==> src/rtl/fft_stream_io.sv <==
// fft_stream_io
//   Streams one frame of N = 4*2^ADDR_W real samples into a four-bank FFT
//   core, pulses its start, waits for the core's done flag, then reads the
//   four banks back row by row and presents the results on a valid/ready
//   output stream in natural order (result k = bank k%4, address k>>2).
//
// Ports
//   iCLK, iRESET          clock (rising edge), async active-low reset
//   iS_VALID/iS_DATA      input sample stream; oS_READY high only in LOAD
//   oFFT_DATA/ADDR_WR/WE  combinational write path into the core banks
//   oFFT_ADDR_RD          common read address for the four banks
//   oFFT_START            one-cycle start pulse
//   iFFT_RDY              core done level (rising edge is acted upon)
//   iFFT_RE_0..3          bank read data, one cycle after the address
//   oM_VALID/DATA/LAST    output result stream, iM_READY backpressure
//   oBUSY                 high whenever not loading
module fft_stream_io #(
  parameter int ADDR_W = 9,
  parameter int DATA_W = 16
) (
  input  logic                     iCLK,
  input  logic                     iRESET,
  input  logic                     iS_VALID,
  input  logic signed [DATA_W-1:0] iS_DATA,
  output logic                     oS_READY,
  output logic [DATA_W-1:0]        oFFT_DATA,
  output logic [ADDR_W-1:0]        oFFT_ADDR_WR,
  output logic [3:0]               oFFT_WE,
  output logic [ADDR_W-1:0]        oFFT_ADDR_RD,
  output logic                     oFFT_START,
  input  logic                     iFFT_RDY,
  input  logic [DATA_W:0]          iFFT_RE_0,
  input  logic [DATA_W:0]          iFFT_RE_1,
  input  logic [DATA_W:0]          iFFT_RE_2,
  input  logic [DATA_W:0]          iFFT_RE_3,
  output logic                     oM_VALID,
  output logic [DATA_W:0]          oM_DATA,
  output logic                     oM_LAST,
  input  logic                     iM_READY,
  output logic                     oBUSY
);

  localparam int CNT_W = ADDR_W + 2;

  typedef enum logic [2:0] {
    S_LOAD,
    S_START,
    S_CALC,
    S_RD_ADDR,
    S_RD_CAP,
    S_SEND
  } state_e;

  state_e             state_q, state_d;
  logic [CNT_W-1:0]   in_cnt_q, in_cnt_d;
  logic [ADDR_W-1:0]  row_q, row_d;
  logic [1:0]         lane_q, lane_d;
  logic               rdy_q;
  logic [DATA_W:0]    buf_q [4];
  logic [DATA_W:0]    buf_d [4];

  logic               in_xfer;
  logic               last_word;
  logic [3:0]         we;

  assign in_xfer   = iS_VALID && (state_q == S_LOAD);
  assign last_word = (state_q == S_SEND) && (&row_q) && (lane_q == 2'd3);

  always_comb begin
    state_d  = state_q;
    in_cnt_d = in_cnt_q;
    row_d    = row_q;
    lane_d   = lane_q;
    buf_d    = buf_q;
    unique case (state_q)
      S_LOAD: begin
        if (in_xfer) begin
          in_cnt_d = in_cnt_q + 1'b1;
          if (&in_cnt_q) state_d = S_START;
        end
      end
      S_START: state_d = S_CALC;
      // rdy_q tracks the done flag every cycle, so a level that was already
      // high when CALC is entered does not look like an edge.
      S_CALC: begin
        if (iFFT_RDY && !rdy_q) state_d = S_RD_ADDR;
      end
      S_RD_ADDR: state_d = S_RD_CAP;
      S_RD_CAP: begin
        buf_d[0] = iFFT_RE_0;
        buf_d[1] = iFFT_RE_1;
        buf_d[2] = iFFT_RE_2;
        buf_d[3] = iFFT_RE_3;
        lane_d   = 2'd0;
        state_d  = S_SEND;
      end
      S_SEND: begin
        if (iM_READY) begin
          if (lane_q == 2'd3) begin
            if (last_word) begin
              row_d   = '0;
              state_d = S_LOAD;
            end else begin
              row_d   = row_q + 1'b1;
              state_d = S_RD_ADDR;
            end
          end else begin
            lane_d = lane_q + 1'b1;
          end
        end
      end
      default: state_d = S_LOAD;
    endcase
  end

  always_ff @(posedge iCLK or negedge iRESET) begin
    if (!iRESET) begin
      state_q  <= S_LOAD;
      in_cnt_q <= '0;
      row_q    <= '0;
      lane_q   <= '0;
      rdy_q    <= 1'b0;
      for (int unsigned i = 0; i < 4; i++) buf_q[i] <= '0;
    end else begin
      state_q  <= state_d;
      in_cnt_q <= in_cnt_d;
      row_q    <= row_d;
      lane_q   <= lane_d;
      rdy_q    <= iFFT_RDY;
      buf_q    <= buf_d;
    end
  end

  // Write enable is gated by reset so nothing reaches the banks while the
  // block is held in reset, even though the state already reads LOAD.
  always_comb begin
    we = '0;
    if (in_xfer && iRESET) we[in_cnt_q[1:0]] = 1'b1;
  end

  assign oS_READY     = (state_q == S_LOAD);
  assign oFFT_DATA    = iS_DATA;
  assign oFFT_ADDR_WR = in_cnt_q[CNT_W-1:2];
  assign oFFT_WE      = we;
  assign oFFT_ADDR_RD = row_q;
  assign oFFT_START   = (state_q == S_START);
  assign oM_VALID     = (state_q == S_SEND);
  assign oM_DATA      = buf_q[lane_q];
  assign oM_LAST      = last_word;
  assign oBUSY        = (state_q != S_LOAD);

endmodule

==> config.mk <==
export PLATFORM = sky130hd
export DESIGN_NAME = fft_stream_io
export DESIGN_NICKNAME = d
export VERILOG_FILES = /design/src/rtl/fft_stream_io.sv
export SDC_FILE = /design/constraint.sdc
export NUM_CORES = 1
export LEC_CHECK = 0
export CAP_MARGIN = 20
export CORE_AREA = 2 2 104 106
export CTS_CLUSTER_SIZE = 16
export DETAILED_ROUTE_END_ITERATION = 16
export DIE_AREA = 0 0 106 108
export PLACE_DENSITY = 0.74
export SLEW_MARGIN = 20
export SYNTH_ARGS = -nofsm -noshare
export SYNTH_HDL_FRONTEND = slang
export SYNTH_SLANG_ARGS = --single-unit
==> constraint.sdc <==
create_clock -name iCLK -period 3 [get_ports iCLK]
set_clock_uncertainty 0.15 [all_clocks]
set_input_delay 0.45 -clock iCLK [delete_from_list [all_inputs] [get_ports iCLK]]
set_output_delay 0.45 -clock iCLK [all_outputs]
set_load 0.01 [all_outputs]
==> impl_metrics.env, run 1 <==
export IMPL_synth_area_sq_mm=0.004521
export IMPL_wl_per_cell_um=15.97
export IMPL_comb_power_share_pct=13.1
export IMPL_grt_overflow=0
export IMPL_synth_seq_cells=94
export IMPL_cts_made_buffers=9
export IMPL_drt_iter0_markers=69
export IMPL_syn_num_nets=426
export IMPL_finish_utilization_pct=56.92
export IMPL_vias=2864
export IMPL_crit_required_ns=2.40
export IMPL_die_h_um=108
export IMPL_dieArea_sq_mm=0.01145
export IMPL_num_nets_final=517
export IMPL_wl_met1_mm=3.845
export IMPL_avgSynthCellArea_sq_um=13.70
export IMPL_grt_max_degree=71
export IMPL_postRouteAntennaNets=0
export IMPL_core_sq_mm=0.01023
export IMPL_max_slew_worst_pin_slew_ns=0.6406
export IMPL_switchingPower_mw=0.6299
export IMPL_slew_violations=0
export IMPL_cp_top_family="simple AND/OR/NAND/NOR gates"
export IMPL_swShare_pct=24.96
export IMPL_post_cts_buffers=0
export IMPL_total_power_mw=2.523
export IMPL_port_buffers=116
export IMPL_synthArstFlopShare_pct=100.0
export IMPL_hold_viol_final=0
export IMPL_maxCapViolations=0
export IMPL_yosysWarnings=0
export IMPL_p_clk_share_pct=32.4
export IMPL_grt_usage_pct=17.12
export IMPL_vdd_ir_drop_max_mv=0.2474
export IMPL_routed_wl_met2_mm=4.259
export IMPL_cts_clk_slew_worst_paths_ns=0.09
export IMPL_fp_row_count=37
export IMPL_r2r_setup_slack_ns=0.82
export IMPL_dpl_hpwl_mm=6.351
export IMPL_cp_arrival_ns=2.16
export IMPL_antenna_found_initial=0
export IMPL_io_pins=149
export IMPL_synth_area_leader_cell="dfrtp_1"
export IMPL_slowest_delay_ns=0.53
export IMPL_tns_ns=0
export IMPL_cp_num_buf_inv=1
export IMPL_dp_worst_setup_slack_ns=0.4405
export IMPL_crit_chain="and4_1 > and4_1 > ha_1 > and3_1 > clkdlybuf4s50_1"
export IMPL_ys_flop_type="dfrtp_1"
export IMPL_yosysUniqueCellTypes=39
export IMPL_setup_viol=0
export IMPL_insertion_delay_ns=0.36
export IMPL_synthTopCellsByArea="dfrtp_1, mux2_2, mux4_2"
export IMPL_start_kind="flop"
export IMPL_setup_slack_ns=0.2397
export IMPL_fin_area_sq_mm=0.005823
export IMPL_synthToLayoutAreaGrowth_pct=28.81
export IMPL_status="completed"
export IMPL_timing_fmax_mhz=362.3
export IMPL_grt_pass1_wl_mm=15.39
export IMPL_placed_cells=546
export IMPL_grt_pass1_vias=3166
export IMPL_root_buffer="clkbuf_8"
export IMPL_timing_slew_headroom_pct=57.30
export IMPL_powerDensity_mw_per_mm2=433.3
export IMPL_crit_path_top_delay_cell="clkdlybuf4s50_1"
export IMPL_insertedDiodeCount=0
export IMPL_synth_top_area_share_pct=52.03
export IMPL_clock_path_buffers=2
export IMPL_top_layer_used="met4"
export IMPL_place_gp_congestion=0.7973
export IMPL_rsz0062_at_grt="false"
export IMPL_post_cts_resize_count=0
export IMPL_initial_core_util_pct=44.18
export IMPL_place_area_sq_mm=0.005633
export IMPL_drt_first_pass_iters=4
export IMPL_fillerInstances=861
export IMPL_path_class="flop to primary output"
export IMPL_p_int_mw=1.893
export IMPL_hold_buffers=0
export IMPL_hold_worst_slack_ns=0.04154
export IMPL_fin_crit_ns=2.760
export IMPL_drc_errors=0
export IMPL_drive_gt1_share_pct=27.00
export IMPL_hp_class="input port to async pin"
export IMPL_ys_seq_area_share_pct=52.03
export IMPL_end_kind="primary output"
export IMPL_wl_met3_um=813
export IMPL_htreeDepth=3
export IMPL_via_per_inst=5.096
export IMPL_die_x_um=106
export IMPL_wl_mm=8.977
export IMPL_final_instance_count_excl_fill=562
export IMPL_synth_edf_count=0
export IMPL_cp_max_fo=8
export IMPL_p_leak_nw=2.651
export IMPL_period_share_pct=92.01
export IMPL_p_seq_share_pct=54.5
export IMPL_clock_sinks=94
export IMPL_crit_top_cell="and4_1"
export IMPL_cts_tree="yes"
export IMPL_synthCells=330
==> sequential cells by signal, indices dropped and copies added (netlist names) <==
name and flops:
buf_q 68, in_cnt_q 11, oFFT_ADDR_RD 9, state_q 3
lane_q 2, rdy_q 1
==> synth_stat cells (all sizes together), types with 3 or more instances <==
cell type / number
dfrtp: 94
mux2: 68
buf: 40
mux4: 17
nand2: 15
o21ai: 14
nand3: 10
and3: 7
ha: 7
nand2b: 6
nor2: 5
o31ai: 5
xnor2: 5
xor2: 5
nand4: 4
clkbuf: 3
inv: 3
nor3: 3
==> area by class of cell <==
cell class,instances,area [sq um],area share (%)
clock buffer,10,127.6,2.192
clock inverter,6,62.56,1.074
inverter,3,11.26,0.1934
multi-input combinational,190,1863,31.99
sequential,94,2352,40.40
tap,136,170.2,2.922
timing repair buffer,123,1236,21.23
==> worst paths after layout <==
| path | cells after the start | start | to |
|---|---|---|---|
| hold / removal | 2 | iRESET | in_cnt_q[6]$_DFFE_PN0P_ |
| setup reg to reg | 6 | oFFT_ADDR_RD[3]$_DFFE_PN0P_ | oFFT_ADDR_RD[4]$_DFFE_PN0P_ |
| setup / recovery | 5 | oFFT_ADDR_RD[4]$_DFFE_PN0P_ | oM_LAST |
| hold reg to reg | 1 | in_cnt_q[9]$_DFFE_PN0P_ | in_cnt_q[9]$_DFFE_PN0P_ |
| max in group asynchronous | 2 | iRESET | buf_q[57]$_DFFE_PN0P_ |
| min in group iCLK | 1 | in_cnt_q[9]$_DFFE_PN0P_ | in_cnt_q[9]$_DFFE_PN0P_ |
==> per-layer routing <==
metal / track usage [%] / vias to the layer above
li1: - / 1345
met1: 21.28 / 1414
met2: 27.51 / 95
met3: 7.474 / 10
met4: 4.699 / 0
met5: 0 / -
==> power groups by stage <==
stage / combinational (mW) / sequential, mW / clock, mW
2_1_floorplan: 0.180 / 1.39 / 0
3_3_place_gp: 0.329 / 1.40 / 0
3_5_place_dp: 0.333 / 1.40 / 0
4_1_cts: 0.336 / 1.37 / 0.851
5_1_grt: 0.364 / 1.38 / 0.911
6_report: 0.330 / 1.37 / 0.819
==> placed cells by master (no fill, tap or decap), types with 2 or more instances in the layout <==
cell type,count
clkdlybuf4s50_1,115
ha_1,7
xnor2_1,5
buf_12,2
buf_4,6
nand4_1,4
inv_1,3
and4_1,2
clkinv_4,2
nand2_1,15
mux2_2,68
clkinv_2,3
xor2_1,5
nor3_1,3
nand2b_1,6
dfrtp_1,94
nand3_2,2
a21oi_1,2
clkbuf_8,9
nor2_1,5
o31ai_1,5
nand3_1,8
and3_1,7
mux4_2,17
o21ai_0,14
a31oi_1,2
==> cell families (layout without fill, tap and decap cells) <==
family                   count (synthesis)  in the layout  share of synthesized area [%]
AND/OR/NAND/NOR                         62             62                          8.359
buffers and inverters                   46            142                          6.892
XOR/XNOR                                10             10                          1.937
flip-flops                              94             94                          52.03
adder cells (fa/ha/maj)                  7              7                          1.937
AO/OA/AOI/OAI                           25             25                          3.211
multiplexers                            86             86                          25.63
Note: power is estimated with default switching activity, not from simulation.
==> run 2: changes to the inputs <==
Clock period 3 ns to 3.6 ns, I/O delays scaled along.
==> impl_metrics.env, run 2 (synthesis gave the netlist of run 1 again) <==
export IMPL_status="completed"
export IMPL_setup_viol=0
export IMPL_p_int_mw=1.620
export IMPL_wl_mm=9.089
export IMPL_switchingPower_mw=0.5239
export IMPL_slew_violations=0
export IMPL_clock_sinks=94
export IMPL_antenna_found_initial=0
export IMPL_hp_class="input port to async pin"
export IMPL_swShare_pct=24.44
export IMPL_io_pins=149
export IMPL_clock_path_buffers=2
export IMPL_slowest_delay_ns=0.53
export IMPL_timing_fmax_mhz=321.8
export IMPL_post_cts_resize_count=0
export IMPL_crit_path_top_delay_cell="clkdlybuf4s50_1"
export IMPL_dpl_hpwl_mm=6.567
export IMPL_die_h_um=108
export IMPL_largest_reg_flops=68
export IMPL_timing_slew_headroom_pct=42.64
export IMPL_p_seq_share_pct=53.4
export IMPL_maxCapViolations=0
export IMPL_p_leak_nw=2.639
export IMPL_end_kind="primary output"
export IMPL_crit_chain="and4_1 > and4_1 > ha_1 > and3_1 > clkdlybuf4s50_1"
export IMPL_num_nets_final=517
export IMPL_fillerInstances=851
export IMPL_crit_top_cell="and4_1"
export IMPL_die_x_um=106
export IMPL_dieArea_sq_mm=0.01145
export IMPL_grt_overflow=0
export IMPL_cts_clk_slew_worst_paths_ns=0.10
export IMPL_vias=2879
export IMPL_multi_input_area_sq_mm=0.001863
export IMPL_regMostFlops="buf_q"
export IMPL_p_clk_share_pct=33.7
export IMPL_hold_viol_final=0
export IMPL_fp_row_count=37
export IMPL_grt_max_degree=71
export IMPL_postRouteAntennaNets=0
export IMPL_period_share_pct=86.33
export IMPL_drt_iter0_markers=114
export IMPL_layout_common_cells="clkdlybuf4s50_1, dfrtp_1, mux2_2, mux4_2, nand2_1"
export IMPL_place_gp_congestion=0.8148
export IMPL_wl_per_cell_um=16.17
export IMPL_fin_crit_ns=3.108
export IMPL_max_slew_worst_pin_slew_ns=0.8604
export IMPL_port_buffers=116
export IMPL_comb_power_share_pct=12.9
export IMPL_grt_pass1_vias=3106
export IMPL_hold_buffers=0
export IMPL_synthToLayoutAreaGrowth_pct=28.67
export IMPL_rsz0062_at_grt="false"
export IMPL_total_power_mw=2.144
export IMPL_insertion_delay_ns=0.34
export IMPL_root_buffer="clkbuf_8"
export IMPL_cp_arrival_ns=2.42
export IMPL_drc_errors=0
export IMPL_grt_usage_pct=16.76
export IMPL_htreeDepth=3
export IMPL_grt_pass1_wl_mm=15.12
export IMPL_path_class="flop to primary output"
export IMPL_layout_area_seq_sq_mm=0.002352
export IMPL_tns_ns=0
export IMPL_via_per_inst=5.123
export IMPL_drt_first_pass_iters=4
export IMPL_drive_gt1_share_pct=27.00
export IMPL_cp_max_fo=12
export IMPL_cts_made_buffers=9
export IMPL_post_cts_buffers=0
export IMPL_start_kind="flop"
export IMPL_core_sq_mm=0.01023
export IMPL_crit_required_ns=2.91
export IMPL_insertedDiodeCount=0
export IMPL_initial_core_util_pct=44.18
export IMPL_powerDensity_mw_per_mm2=368.6
export IMPL_cts_tree="yes"
export IMPL_vdd_ir_drop_max_mv=0.2107
export IMPL_final_common_cell="clkdlybuf4s50_1"
[run 2: changes by cell type in the layout (fill, tap and decap cells not counted)]
cell,previous run,this run
clkinv_2,3,0
buf_12,2,0
buf_4,6,8
clkbuf_8,9,11
clkinv_4,2,0
clkinvlp_4,0,2
inv_6,0,1
[run 2: final timing paths]
path | endpoint | slack [ns] | cells past startpoint | from
setup / recovery | oM_LAST | 0.49 | 5 | oFFT_ADDR_RD[3]$_DFFE_PN0P_
hold / removal | oFFT_ADDR_RD[2]$_DFFE_PN0P_ | 0.14 | 2 | iRESET
setup reg to reg | oFFT_ADDR_RD[6]$_DFFE_PN0P_ | 1.35 | 5 | oFFT_ADDR_RD[3]$_DFFE_PN0P_
hold reg to reg | in_cnt_q[7]$_DFFE_PN0P_ | 0.35 | 1 | in_cnt_q[7]$_DFFE_PN0P_
max in group asynchronous | buf_q[63]$_DFFE_PN0P_ | 2.67 | 2 | iRESET
min in group iCLK | in_cnt_q[7]$_DFFE_PN0P_ | 0.35 | 1 | in_cnt_q[7]$_DFFE_PN0P_
[run 2: cell type report]
| cell class | instances | share of cell area [%] |
|---|---|---|
| clock inverter | 4 | 0.9249 |
| clock buffer | 12 | 2.667 |
| tap | 136 | 2.925 |
| timing repair buffer | 123 | 20.82 |
| multi-input combinational | 190 | 32.03 |
| inverter | 3 | 0.1936 |
| sequential | 94 | 40.44 |
[run 2: power groups by stage]
| stage | logic (mW) | clock network (mW) | registers, mW |
|---|---|---|---|
| finish | 0.276 | 0.723 | 1.14 |
| global route | 0.303 | 0.799 | 1.15 |
| CTS | 0.282 | 0.754 | 1.15 |
| detailed placement | 0.280 | 0 | 1.17 |
| global placement | 0.273 | 0 | 1.16 |
| floorplan | 0.150 | 0 | 1.15 |
[run 2: stage by stage]
step	util (%)	instances	hold WS, ns	area [sq um]	setup WS [ns]
final	56.85	562	0.1448	5817	0.4921
after detailed placement	54.81	546	0.3433	5608	0.7968
after floorplan	-	330	0.09441	4521	1.388
after CTS	56.85	562	0.1417	5817	0.4816
after global routing	56.85	562	0.1632	5817	0.3170
after global placement	54.81	546	0.3343	5608	0.8249
[run 2: routing by layer]
layer	global-route usage, %	vias up	part of all wire (%)
met5	0	-	0
met4	3.947	0	0.52
met3	6.570	9	7.6
met2	26.82	99	48
met1	21.69	1424	44
li1	-	1347	-
[run 2: critical path, delay by kind of cell, from the launching register on]
kind | cells | cell delay [ns]
adders and majority gates | 1 | 0.37
buffers and inverters | 1 | 0.53
DFF | 1 | 0.47
and+or+nand+nor | 3 | 0.70
==> run 3: changes to the inputs <==
Settings changed: RECOVER_POWER from default to 50, SKIP_LAST_GASP from default to 1.
==> impl_metrics.env, run 3 (synthesis gave the netlist of run 1 again) <==
export IMPL_status="finished, violations left"
export IMPL_failed_checks="max-capacitance violations, max-slew violations"
export IMPL_setup_viol=0
export IMPL_layout_common_cells="clkdlybuf4s50_1, dfrtp_1, mux2_2, mux4_2, nand2_1"
export IMPL_switchingPower_mw=0.5234
export IMPL_drt_iter0_markers=108
export IMPL_place_area_sq_mm=0.005608
export IMPL_postRouteAntennaNets=0
export IMPL_p_clk_share_pct=33.8
export IMPL_end_kind="primary output"
export IMPL_largest_reg_flops=68
export IMPL_p_seq_share_pct=53.4
export IMPL_drc_errors=0
export IMPL_crit_path_top_delay_cell="clkdlybuf4s50_1"
export IMPL_fin_crit_ns=3.106
export IMPL_setup_slack_ns=0.4936
export IMPL_vias=2888
export IMPL_insertion_delay_ns=0.34
export IMPL_wl_per_cell_um=16.22
export IMPL_slowest_delay_ns=0.53
export IMPL_fin_area_sq_mm=0.005798
export IMPL_cts_made_buffers=9
export IMPL_die_x_um=106
export IMPL_dpl_hpwl_mm=6.567
export IMPL_tns_ns=0
export IMPL_timing_slew_headroom_pct=-50.30
export IMPL_grt_pass1_wl_mm=15.12
export IMPL_regMostFlops="buf_q"
export IMPL_maxCapViolations=1
export IMPL_clock_sinks=94
export IMPL_comb_power_share_pct=12.8
export IMPL_p_leak_nw=2.627
export IMPL_cts_clk_slew_worst_paths_ns=0.10
export IMPL_dp_worst_setup_slack_ns=0.7968
export IMPL_hold_viol_final=0
export IMPL_io_pins=149
export IMPL_fp_row_count=37
export IMPL_p_int_mw=1.617
export IMPL_crit_required_ns=2.91
export IMPL_start_kind="flop"
export IMPL_rsz0062_at_grt="false"
export IMPL_crit_chain="and4_1 > and4_1 > ha_1 > and3_1 > clkdlybuf4s50_1"
export IMPL_antenna_found_initial=0
export IMPL_num_nets_final=517
export IMPL_path_class="flop to primary output"
export IMPL_synthToLayoutAreaGrowth_pct=28.26
export IMPL_drt_first_pass_iters=4
export IMPL_swShare_pct=24.45
export IMPL_slew_violations=43
export IMPL_core_sq_mm=0.01023
export IMPL_wl_mm=9.115
export IMPL_vdd_ir_drop_max_mv=0.2116
export IMPL_hp_class="flop to flop"
export IMPL_cp_arrival_ns=2.42
export IMPL_clock_path_buffers=2
export IMPL_place_gp_congestion=0.8148
export IMPL_cts_tree="yes"
export IMPL_root_buffer="clkbuf_8"
export IMPL_period_share_pct=86.29
export IMPL_finish_utilization_pct=56.67
export IMPL_post_cts_buffers=0
export IMPL_cp_max_fo=12
export IMPL_post_cts_resize_count=0
export IMPL_grt_pass1_vias=3106
export IMPL_drive_gt1_share_pct=26.06
export IMPL_grt_overflow=0
export IMPL_fillerInstances=852
export IMPL_max_slew_worst_pin_slew_ns=2.255
export IMPL_crit_top_cell="and4_1"
export IMPL_timing_fmax_mhz=321.9
export IMPL_powerDensity_mw_per_mm2=369.2
export IMPL_insertedDiodeCount=0
export IMPL_die_h_um=108
export IMPL_final_common_cell="clkdlybuf4s50_1"
export IMPL_port_buffers=116
export IMPL_dieArea_sq_mm=0.01145
export IMPL_grt_usage_pct=16.76
export IMPL_via_per_inst=5.139
export IMPL_hold_buffers=0
export IMPL_htreeDepth=3
export IMPL_grt_max_degree=71
export IMPL_initial_core_util_pct=44.18
## run 3: critical path: cells and delay by family, from the launching register on
family	cells	cell delay, ns
buffers and inverters	1	0.53
and+or+nand+nor	3	0.70
adders and majority gates	1	0.37
DFF	1	0.47
## run 3: worst paths after layout
path                       cells past startpoint  slack [ns]                           to                   startpoint
setup / recovery                               5        0.49                      oM_LAST  oFFT_ADDR_RD[3]$_DFFE_PN0P_
hold / removal                                 1        0.35      in_cnt_q[7]$_DFFE_PN0P_      in_cnt_q[7]$_DFFE_PN0P_
setup reg to reg                               5        1.36  oFFT_ADDR_RD[6]$_DFFE_PN0P_  oFFT_ADDR_RD[3]$_DFFE_PN0P_
hold reg to reg                                1        0.35      in_cnt_q[7]$_DFFE_PN0P_      in_cnt_q[7]$_DFFE_PN0P_
max in group asynchronous                      2        1.06        lane_q[0]$_DFFE_PN0P_                       iRESET
min in group asynchronous                      2        0.56      in_cnt_q[3]$_DFFE_PN0P_                       iRESET
## run 3: layer usage
metal / wire length, um / global-route usage [%] / vias to the layer above
met3: 701 / 6.570 / 9
met2: 4342 / 26.82 / 103
li1: - / - / 1344
met5: 0 / 0 / -
met4: 47 / 3.947 / 0
met1: 4023 / 21.69 / 1432
## run 3: area by class of cell
class / instances / area, sq um / area share, %
multi-input combinational: 190 / 1858 / 32.05
clock inverter: 4 / 53.80 / 0.9279
sequential: 94 / 2352 / 40.57
clock buffer: 12 / 155.1 / 2.676
timing repair buffer: 123 / 1197 / 20.65
tap: 136 / 170.2 / 2.935
inverter: 3 / 11.26 / 0.1942
## run 3: power groups by stage
stage | logic [mW] | clock network (mW) | registers, mW
final | 0.274 | 0.724 | 1.14
after global routing | 0.300 | 0.799 | 1.15
after CTS | 0.282 | 0.754 | 1.15
after floorplan | 0.150 | 0 | 1.15
after detailed placement | 0.280 | 0 | 1.17
after global placement | 0.273 | 0 | 1.16
## run 3: per-stage QoR
| stage | hold WS (ns) | power, mW | instances |
|---|---|---|---|
| after detailed placement | 0.3433 | 1.447 | 546 |
| after global routing | 0.3759 | 2.251 | 562 |
| after floorplan | 0.09441 | 1.304 | 330 |
| final | 0.3500 | 2.141 | 562 |
| after CTS | 0.1417 | 2.182 | 562 |
| after global placement | 0.3343 | 1.437 | 546 |
